[src/rtl/add_sub_pkg.sv]
// Shared types and constants for the bit-serial adder/subtractor.
//   state_e       : controller states
//   MODE_ADD/SUB  : encoding of the Mode input
//   params_valid  : parameter legality check used at elaboration
package add_sub_pkg;

    typedef enum logic [1:0] {
        ST_IDLE = 2'd0,
        ST_RUN  = 2'd1,
        ST_DONE = 2'd2
    } state_e;

    localparam logic MODE_ADD = 1'b0;
    localparam logic MODE_SUB = 1'b1;

    // Width must be at least 2 and split into a whole number of slices.
    function automatic bit params_valid(input int unsigned width, input int unsigned bpc);
        return (width >= 2) && (bpc >= 1) && (bpc <= width) && ((width % bpc) == 0);
    endfunction

endpackage : add_sub_pkg

[src/rtl/add_slice.sv]
// Combinational ripple of BITS full adders.
//   a, b  : slice operands
//   cin   : carry into bit 0
//   s     : slice sum
//   cout  : carry out of the top bit
//   c_msb : carry into the top bit (for signed overflow detection)
module add_slice #(
    parameter int unsigned BITS = 1
) (
    input  logic [BITS-1:0] a,
    input  logic [BITS-1:0] b,
    input  logic            cin,
    output logic [BITS-1:0] s,
    output logic            cout,
    output logic            c_msb
);

    logic [BITS:0] c;

    // Ripple chain: c[i] is the carry into bit i.
    always_comb begin
        c    = '0;
        s    = '0;
        c[0] = cin;
        for (int i = 0; i < int'(BITS); i++) begin
            s[i]   = a[i] ^ b[i] ^ c[i];
            c[i+1] = (a[i] & b[i]) | (c[i] & (a[i] ^ b[i]));
        end
    end

    assign cout  = c[BITS];
    assign c_msb = c[BITS-1];

endmodule : add_slice

[src/rtl/serial_add_sub.sv]
// Bit-serial adder/subtractor. Operands are captured on an accepted Start and
// consumed BITS_PER_CYCLE bits per clock; a one-cycle Done pulse reports the
// result, which is then held until the next completed operation.
//   clk, rst_n        : clock, asynchronous active-low reset
//   Start             : request strobe (ignored while Busy)
//   Mode              : 0 = add, 1 = subtract
//   Data_in_A/B       : operands, Data_in_C : carry-in / borrow-in
//   Busy              : operation in progress
//   Done              : one-cycle completion pulse
//   Data_out_Sum      : result
//   Data_out_Carry    : carry-out (add) or not-borrow (subtract)
//   Data_out_Overflow : two's-complement overflow
module serial_add_sub
    import add_sub_pkg::*;
#(
    parameter int unsigned WIDTH          = 8,
    parameter int unsigned BITS_PER_CYCLE = 1
) (
    input  logic             clk,
    input  logic             rst_n,
    input  logic             Start,
    input  logic             Mode,
    input  logic [WIDTH-1:0] Data_in_A,
    input  logic [WIDTH-1:0] Data_in_B,
    input  logic             Data_in_C,
    output logic             Busy,
    output logic             Done,
    output logic [WIDTH-1:0] Data_out_Sum,
    output logic             Data_out_Carry,
    output logic             Data_out_Overflow
);

    localparam int unsigned N     = WIDTH / BITS_PER_CYCLE;
    localparam int unsigned CNT_W = $clog2(N + 1);

    if (!params_valid(WIDTH, BITS_PER_CYCLE)) begin : g_bad_params
        $error("serial_add_sub: WIDTH must be >= 2 and a multiple of BITS_PER_CYCLE");
    end

    state_e             state_q, state_d;
    logic [WIDTH-1:0]   a_q, a_d;
    logic [WIDTH-1:0]   b_q, b_d;
    logic [WIDTH-1:0]   res_q, res_d;
    logic               carry_q, carry_d;
    logic [CNT_W-1:0]   cnt_q, cnt_d;
    logic               busy_q, busy_d;
    logic               done_q, done_d;
    logic [WIDTH-1:0]   sum_out_q, sum_out_d;
    logic               carry_out_q, carry_out_d;
    logic               ovf_q, ovf_d;

    logic [BITS_PER_CYCLE-1:0] slice_s;
    logic                      slice_cout;
    logic                      slice_c_msb;
    logic [WIDTH-1:0]          res_next;
    logic                      capture;

    add_slice #(
        .BITS (BITS_PER_CYCLE)
    ) u_slice (
        .a     (a_q[BITS_PER_CYCLE-1:0]),
        .b     (b_q[BITS_PER_CYCLE-1:0]),
        .cin   (carry_q),
        .s     (slice_s),
        .cout  (slice_cout),
        .c_msb (slice_c_msb)
    );

    // Slice sum enters at the top; after N steps bit 0 of A lines up with bit 0 of the result.
    assign res_next = WIDTH'({slice_s, res_q} >> BITS_PER_CYCLE);

    // Next-state, datapath and output-register logic.
    always_comb begin
        state_d     = state_q;
        a_d         = a_q;
        b_d         = b_q;
        res_d       = res_q;
        carry_d     = carry_q;
        cnt_d       = cnt_q;
        busy_d      = busy_q;
        done_d      = 1'b0;
        sum_out_d   = sum_out_q;
        carry_out_d = carry_out_q;
        ovf_d       = ovf_q;
        capture     = 1'b0;

        unique case (state_q)
            ST_IDLE: begin
                capture = Start;
            end
            ST_RUN: begin
                a_d     = a_q >> BITS_PER_CYCLE;
                b_d     = b_q >> BITS_PER_CYCLE;
                res_d   = res_next;
                carry_d = slice_cout;
                cnt_d   = cnt_q + CNT_W'(1);
                if (cnt_d == CNT_W'(N)) begin
                    state_d     = ST_DONE;
                    busy_d      = 1'b0;
                    done_d      = 1'b1;
                    sum_out_d   = res_next;
                    carry_out_d = slice_cout;
                    ovf_d       = slice_c_msb ^ slice_cout;
                end
            end
            ST_DONE: begin
                capture = Start;
                if (!Start) begin
                    state_d = ST_IDLE;
                end
            end
            default: begin
                state_d = ST_IDLE;
                busy_d  = 1'b0;
            end
        endcase

        // Subtraction is A + ~B + ~C, so the carry-out reads as "no borrow".
        if (capture) begin
            state_d = ST_RUN;
            busy_d  = 1'b1;
            a_d     = Data_in_A;
            b_d     = (Mode == MODE_SUB) ? ~Data_in_B : Data_in_B;
            carry_d = (Mode == MODE_SUB) ? ~Data_in_C : Data_in_C;
            res_d   = '0;
            cnt_d   = '0;
        end
    end

    // State and output registers.
    always_ff @(posedge clk or negedge rst_n) begin
        if (!rst_n) begin
            state_q     <= ST_IDLE;
            a_q         <= '0;
            b_q         <= '0;
            res_q       <= '0;
            carry_q     <= 1'b0;
            cnt_q       <= '0;
            busy_q      <= 1'b0;
            done_q      <= 1'b0;
            sum_out_q   <= '0;
            carry_out_q <= 1'b0;
            ovf_q       <= 1'b0;
        end else begin
            state_q     <= state_d;
            a_q         <= a_d;
            b_q         <= b_d;
            res_q       <= res_d;
            carry_q     <= carry_d;
            cnt_q       <= cnt_d;
            busy_q      <= busy_d;
            done_q      <= done_d;
            sum_out_q   <= sum_out_d;
            carry_out_q <= carry_out_d;
            ovf_q       <= ovf_d;
        end
    end

    assign Busy              = busy_q;
    assign Done              = done_q;
    assign Data_out_Sum      = sum_out_q;
    assign Data_out_Carry    = carry_out_q;
    assign Data_out_Overflow = ovf_q;

endmodule : serial_add_sub
[config.mk]
export PLATFORM = sky130hd
export DESIGN_NAME = serial_add_sub
export DESIGN_NICKNAME = d
export VERILOG_FILES = /design/src/rtl/add_sub_pkg.sv /design/src/rtl/add_slice.sv /design/src/rtl/serial_add_sub.sv
export SDC_FILE = /design/constraint.sdc
export NUM_CORES = 1
export LEC_CHECK = 0
export BUFFER_PORTS_ARGS = -buffer_cell sky130_fd_sc_hd__buf_2
export CAP_MARGIN = 20
export CORE_MARGIN = 2
export CORE_UTILIZATION = 49
export DETAILED_ROUTE_END_ITERATION = 6
export PLACE_DENSITY = 0.77
export SLEW_MARGIN = 30
export SYNTH_ARGS = -nofsm -noshare
export SYNTH_HDL_FRONTEND = slang
export SYNTH_SLANG_ARGS = --single-unit
export TNS_END_PERCENT = 100
[constraint.sdc]
create_clock -name clk -period 1.4 [get_ports clk]
set_clock_uncertainty 0.05 [all_clocks]
set_input_delay 0.14 -clock clk [delete_from_list [all_inputs] [get_ports clk]]
set_output_delay 0.14 -clock clk [all_outputs]
set_load 0.02 [all_outputs]
==> impl_metrics.toml, run 1 <==
[critical_path]
crit_chain = "and3b_1, o2111ai_2, buf_12, mux2_2"
crit_path_max_fanout = 12
cpPeakStageDelay_ps = 410
r2r_cells = 4
crit_path_start_kind = "flop"
arrival_ps = 1680
cp-end-kind = "flop"
slowest_stage = "dfrtp_1"
path_class = "reg -> reg"
required_ps = 1520

[cts]
clk_latency_ps = 290
cts.path.max_buffers = 2
cts_root_buffer = "clkbuf_8"
tritoncts = "done"
clk_pin_slew_ps = 70
cts_sinks = 42
cts_made_buffers = 5
cts_setup_buffers = 0
cts.htree.levels = 2

[detailed_routing]
drt_wl_total_mm = 3.48
drt-pass1-iter-count = 4
drt-vias-per-instance = 5.36
post-route-drc-count = 0
wl_per_cell_um = 14.5
vias = 1287
ant_nets = 0
drtIter0Drc = 36

[finish]
nNetsFinal = 216
antenna_cells = 0
area_delta_synth_final_pct = 22.1
drive_above_1_share = 0.370
final_core_util = 0.622
fill_cells = 307

[outcome]
status = "finished, violations left"
violations = "negative setup slack"

[global_route]
grt_use_total = 0.186
grt_first_pass_wirelength_mm = 5.93
grt_overflow = 0
grt_max_degree = 43
grt_pass1_vias = 1283
grt_antenna_before_repair = 0

[run]
max_cap_viol_count = 0

[yosys]
netlist_instances = 147
synthFlopType = "dfrtp_1"
ys_top_cells_by_count = "dfrtp_1 (42), a22o_1 (10), nand2_1 (10)"
yosys.area.top_type = "dfrtp_1"
ys_ff_latch = 42
synth_area_leaders = "dfrtp_1 (57%), mux2_4 (6.5%), a22o_1 (4.7%)"
synth-async-reset-ratio = 1.00
netlist_area_mm2 = 0.00185
synth_area_per_cell_um2 = 12.6
syn_nets = 170
yosysWarnings = 0
seq_area_frac_synth = 0.568
synth_top_area_share = 0.568
synth_edf_count = 0
synth_cell_types = 30
yosys.cell_count.top_type = "dfrtp_1"

[hold_path]
hold_path_class = "in -> reg"
min_path_cells = 3

[floorplan]
die_height_um = 65.4
die_area_mm2 = 0.00428
core_area_mm2 = 0.00363
rows = 22
die_w_um = 65.4
start_util = 0.509
pin_count = 33

[power_and_ir_drop]
ir_worst_vdd_v = 0.000777
pwr-share-seq = 0.432
pwr-share-clk = 0.159
p_sw_frac = 0.344
p_sw_mw = 1.62
p_leak_nw = 1.16
power.total_mw = 4.70
powerDensity_mw_per_mm2 = 2080
power_frac_comb = 0.409
power.internal_mw = 3.08

[sta]
tightest_slew_ps = 511
setup_viol = 10
slew_viol_final = 0
rsz0062_at_grt = "yes"
min_period_over_period = 1.11
slew_headroom = 0.659
hold_violations = 0
fmax_mhz = 642
period_minus_slack_ps = 1560
worst_slack_ps = -157

[placed_design]
place_congestion = 0.735
post-place-ws_ps = -147
io_buffers = 32
dp_hpwl_mm = 2.59
==> placed cells by master, fill, tap and decap left out, types with 2 or more instances in the layout <==
cell type / instances
nand3_1: 9
buf_2: 32
a221o_1: 5
o21ai_0: 6
xnor2_1: 6
mux2i_1: 3
buf_4: 15
xor2_1: 6
a22o_1: 10
nor2_1: 6
inv_1: 2
clkbuf_8: 6
a22oi_1: 7
mux2_4: 8
nand2_1: 10
nand2b_1: 2
mux2_2: 2
dfrtp_1: 42
==> through the flow <==
step           hold slack [ps]  instances  TNS (ps)  area, um^2
6_report                  13.9        240     -1380        2260
5_1_grt                   9.86        240     -1980        2260
4_1_cts                   2.75        240     -1410        2250
3_5_place_dp               186        233     -2640        2150
3_3_place_gp               175        233     -1120        2150
2_1_floorplan             -206        147      -687        1850
==> timing repair <==
| action | CTS | global route |
|---|---|---|
| hold endpoints to repair | 42 | 0 |
| resized for setup | 3 | 2 |
| hold buffers | 1 | 0 |
| setup endpoints to repair | 26 | 18 |
==> flip-flops by register name (all words and copies together), names as in the netlist <==
name / cells
Busy: 1
Data_out_Carry: 1
Data_out_Overflow: 1
Data_out_Sum: 8
Done: 1
a_q: 8
b_q: 8
carry_q: 1
cnt_q: 4
res_q: 7
state_q: 2
==> critical path, delay by kind of cell (launching register included) <==
family          cells  cell delay (ps)
flops               1              410
mux                 1              340
simple gates        1              230
compound gates      1              220
buf+inv             1              180
==> cell families (layout without fill, tap and decap cells) <==
group,after synthesis,after routing,synth area share
simple gates,33,33,0.0866
fa+ha+maj,2,2,0.0176
mux,13,13,0.0934
xor+xnor,12,12,0.0568
flops,42,42,0.568
compound gates,33,33,0.146
buf+inv,12,57,0.0311
==> path summary, 6_finish.rpt <==
check / startpoint / to / slack, ps
worst max-delay path: cnt_q[0]$_DFFE_PN0P_ / Data_out_Sum[0]$_DFFE_PN0P_ / -160
max in group asynchronous: rst_n / res_q[3]$_DFFE_PN0P_ / 560
worst min-delay path: Data_in_A[1] / a_q[1]$_DFFE_PN0P_ / 10
worst min register to register: Data_out_Sum[1]$_DFFE_PN0P_ / Data_out_Sum[1]$_DFFE_PN0P_ / 460
min in group asynchronous: rst_n / Data_out_Sum[4]$_DFFE_PN0P_ / 400
worst max register to register: cnt_q[0]$_DFFE_PN0P_ / Data_out_Sum[0]$_DFFE_PN0P_ / -160
==> layer usage <==
layer | vias to the layer above | part of all wire | global-route usage
met4 | 0 | 0.015 | 0.0807
met5 | - | 0 | 0
met1 | 613 | 0.44 | 0.232
met2 | 53 | 0.48 | 0.297
li1 | 614 | - | -
met3 | 7 | 0.062 | 0.0599
==> power groups by stage <==
| stage | Combinational (mW) | Clock (mW) | Sequential, mW |
|---|---|---|---|
| 5_1_grt | 2.11 | 0.825 | 2.09 |
| 3_5_place_dp | 1.92 | 0 | 2.05 |
| 4_1_cts | 1.94 | 0.772 | 2.03 |
| 2_1_floorplan | 1.13 | 0 | 2.13 |
| 6_report | 1.92 | 0.746 | 2.03 |
| 3_3_place_gp | 1.83 | 0 | 2.01 |
==> area by class of cell <==
cell class	count	area, um^2	share of cell area
clock buffer	6	82.6	0.0366
tap	48	60.1	0.0266
sequential	42	1050	0.465
multi-input combinational	93	754	0.334
timing repair buffer	49	303	0.134
inverter	2	7.51	0.00332
Power figures use the tool's default switching activity.
==> run 2: changes to the inputs <==
--- a/config.mk
+++ b/config.mk
@@ -7,10 +7,14 @@
 export LEC_CHECK = 0
 export BUFFER_PORTS_ARGS = -buffer_cell sky130_fd_sc_hd__buf_2
 export CAP_MARGIN = 20
+export CELL_PAD_IN_SITES_DETAIL_PLACEMENT = 1
+export CELL_PAD_IN_SITES_GLOBAL_PLACEMENT = 2
 export CORE_MARGIN = 2
-export CORE_UTILIZATION = 49
+export CORE_UTILIZATION = 33
+export CTS_CLUSTER_DIAMETER = 120
 export DETAILED_ROUTE_END_ITERATION = 6
 export PLACE_DENSITY = 0.77
+export SKIP_CTS_REPAIR_TIMING = 1
 export SLEW_MARGIN = 30
 export SYNTH_ARGS = -nofsm -noshare
 export SYNTH_HDL_FRONTEND = slang
==> run 2 against run 1 <==
Effect of this change:
- the flow still finishes with violations (negative setup slack)
- largest cell class unchanged
- final cell count rose by 11%
- critical path depth did not move
- maximum frequency fell by 0.49%
- non-clock buffer count rose by 1
==> impl_metrics.toml, run 2 (same netlist as run 1, synthesis figures left out) <==
[outcome]
status = "finished, violations left"
violations = "negative setup slack"

[finish]
final_core_util = 0.423
area_delta_synth_final_pct = 25.2
nNetsFinal = 217
seqCellArea_mm2 = 0.00105
multi_input_area_um2 = 761
layout_common_cells = "dfrtp_1 (42), buf_2 (32), buf_4 (15), nand2_1 (10), a22o_1 (10)"
instances_no_fill = 267
final_common_cell = "dfrtp_1"
antenna_cells = 0
fill_cells = 627
drive_above_1_share = 0.374

[sta]
period_minus_slack_ps = 1560
fmax_mhz = 639
setup_viol = 10
min_period_over_period = 1.12
worst_slack_ps = -164
rsz0062_at_grt = "yes"
slew_headroom = 0.649
hold_violations = 0
slew_viol_final = 0
timing.hold.ws_ps = 5.79
tightest_slew_ps = 527

[power_and_ir_drop]
power.total_mw = 4.83
ir_worst_vdd_v = 0.000609
p_leak_nw = 1.18
powerDensity_mw_per_mm2 = 2090

[floorplan]
die_w_um = 78.9
core_area_mm2 = 0.00547
die_height_um = 78.9
start_util = 0.338
die_area_mm2 = 0.00622
rows = 27
pin_count = 33

[detailed_routing]
drt_wl_total_mm = 4.08
drt-vias-per-instance = 4.92
wl_per_cell_um = 15.3
ant_nets = 0
vias = 1314
post-route-drc-count = 0
drtIter0Drc = 71
drt-pass1-iter-count = 4

[critical_path]
r2r_cells = 4
path_buf_inv = 1
cp-end-kind = "flop"
crit_chain = "and3b_1, o2111ai_2, buf_12, mux2_2"
crit_path_max_fanout = 12
cpPeakStageDelay_ps = 430
r2r_end = "Data_out_Sum[1]$_DFFE_PN0P_"
regToRegSetupSlack_ps = -160
path_class = "reg -> reg"
critical-path-top-delay-family = "flip-flops"
crit_path_start_kind = "flop"
arrival_ps = 1690
timing.rr.start = "cnt_q[0]$_DFFE_PN0P_"
required_ps = 1530
slowest_stage = "dfrtp_1"

[cts]
clk_pin_slew_ps = 80
clk_latency_ps = 300
cts_made_buffers = 5
cts_sinks = 42
tritoncts = "done"
cts_root_buffer = "clkbuf_8"
cts.path.max_buffers = 2
cts.htree.levels = 2

[global_route]
grt_pass1_vias = 1442
grt_first_pass_wirelength_mm = 7.06
grt_max_degree = 43
grt_antenna_before_repair = 0
grt_use_total = 0.146
grt_overflow = 0

[placed_design]
place_congestion = 0.735
io_buffers = 32
dp_hpwl_mm = 2.99
post-place-cells = 258

[run]
max_cap_viol_count = 0

[hold_path]
hp-start = "Data_in_A[6]"
min_path_cells = 3
hold_path_class = "in -> reg"
holdPathEnd = "a_q[6]$_DFFE_PN0P_"
==> run 2: changes by cell type in the layout (fill, tap and decap cells not counted), sizes merged <==
| cell | delta |
|---|---|
| clkbuf | +1 |
| buf | +1 |
| clkinv | +1 |
==> run 2: layout make-up <==
class / instances / area share
sequential: 42 / 0.454
multi-input combinational: 93 / 0.329
timing repair buffer: 50 / 0.136
tap: 72 / 0.0389
clock buffer: 7 / 0.0373
inverter: 2 / 0.00324
clock inverter: 1 / 0.00216
==> run 2: power by group <==
group,switching (mW),total (mW),internal [mW]
Combinational,0.965,1.99,1.03
Clock,0.404,0.802,0.398
Sequential,0.338,2.04,1.70
Total,1.71,4.83,3.12
==> run 2: worst min-delay path: cells and delay by family <==
kind	cells	cell delay, ps
AO/OA/AOI/OAI	1	50
buffers and inverters	1	80
AND/OR/NAND/NOR	1	50
==> run 2: stage by stage <==
stage / instance area, um^2 / setup TNS, ps / setup WS [ps]
after floorplan: 1850 / -687 / -85.9
after global placement: 2190 / -1340 / -101
after detailed placement: 2190 / -2420 / -139
after CTS: 2280 / -3040 / -172
after global routing: 2310 / -2000 / -228
final: 2310 / -1460 / -164
==> run 2: layer usage <==
| layer | wire, um | share of wire | track usage | vias up |
|---|---|---|---|---|
| li1 | - | - | - | 616 |
| met1 | 1820 | 0.44 | 0.183 | 659 |
| met2 | 2010 | 0.49 | 0.248 | 33 |
| met3 | 212 | 0.052 | 0.0420 | 6 |
| met4 | 40 | 0.0098 | 0.0362 | 0 |
| met5 | 0 | 0 | 0 | - |
==> run 2: worst max-delay path by stage <==
stage                               startpoint                       endpoint  slack [ps]  depth (start not counted)
final                     cnt_q[0]$_DFFE_PN0P_    Data_out_Sum[1]$_DFFE_PN0P_        -160                          4
after global routing      cnt_q[0]$_DFFE_PN0P_    Data_out_Sum[1]$_DFFE_PN0P_        -230                          4
after CTS                 cnt_q[0]$_DFFE_PN0P_    Data_out_Sum[1]$_DFFE_PN0P_        -170                          4
after detailed placement  cnt_q[0]$_DFFE_PN0P_    Data_out_Sum[1]$_DFFE_PN0P_        -140                          4
after global placement     carry_q$_DFFE_PN0P_  Data_out_Overflow$_DFFE_PN0P_        -100                          3
after floorplan           cnt_q[0]$_DFFE_PN0P_     Data_out_Carry$_DFFE_PN0P_         -90                          4
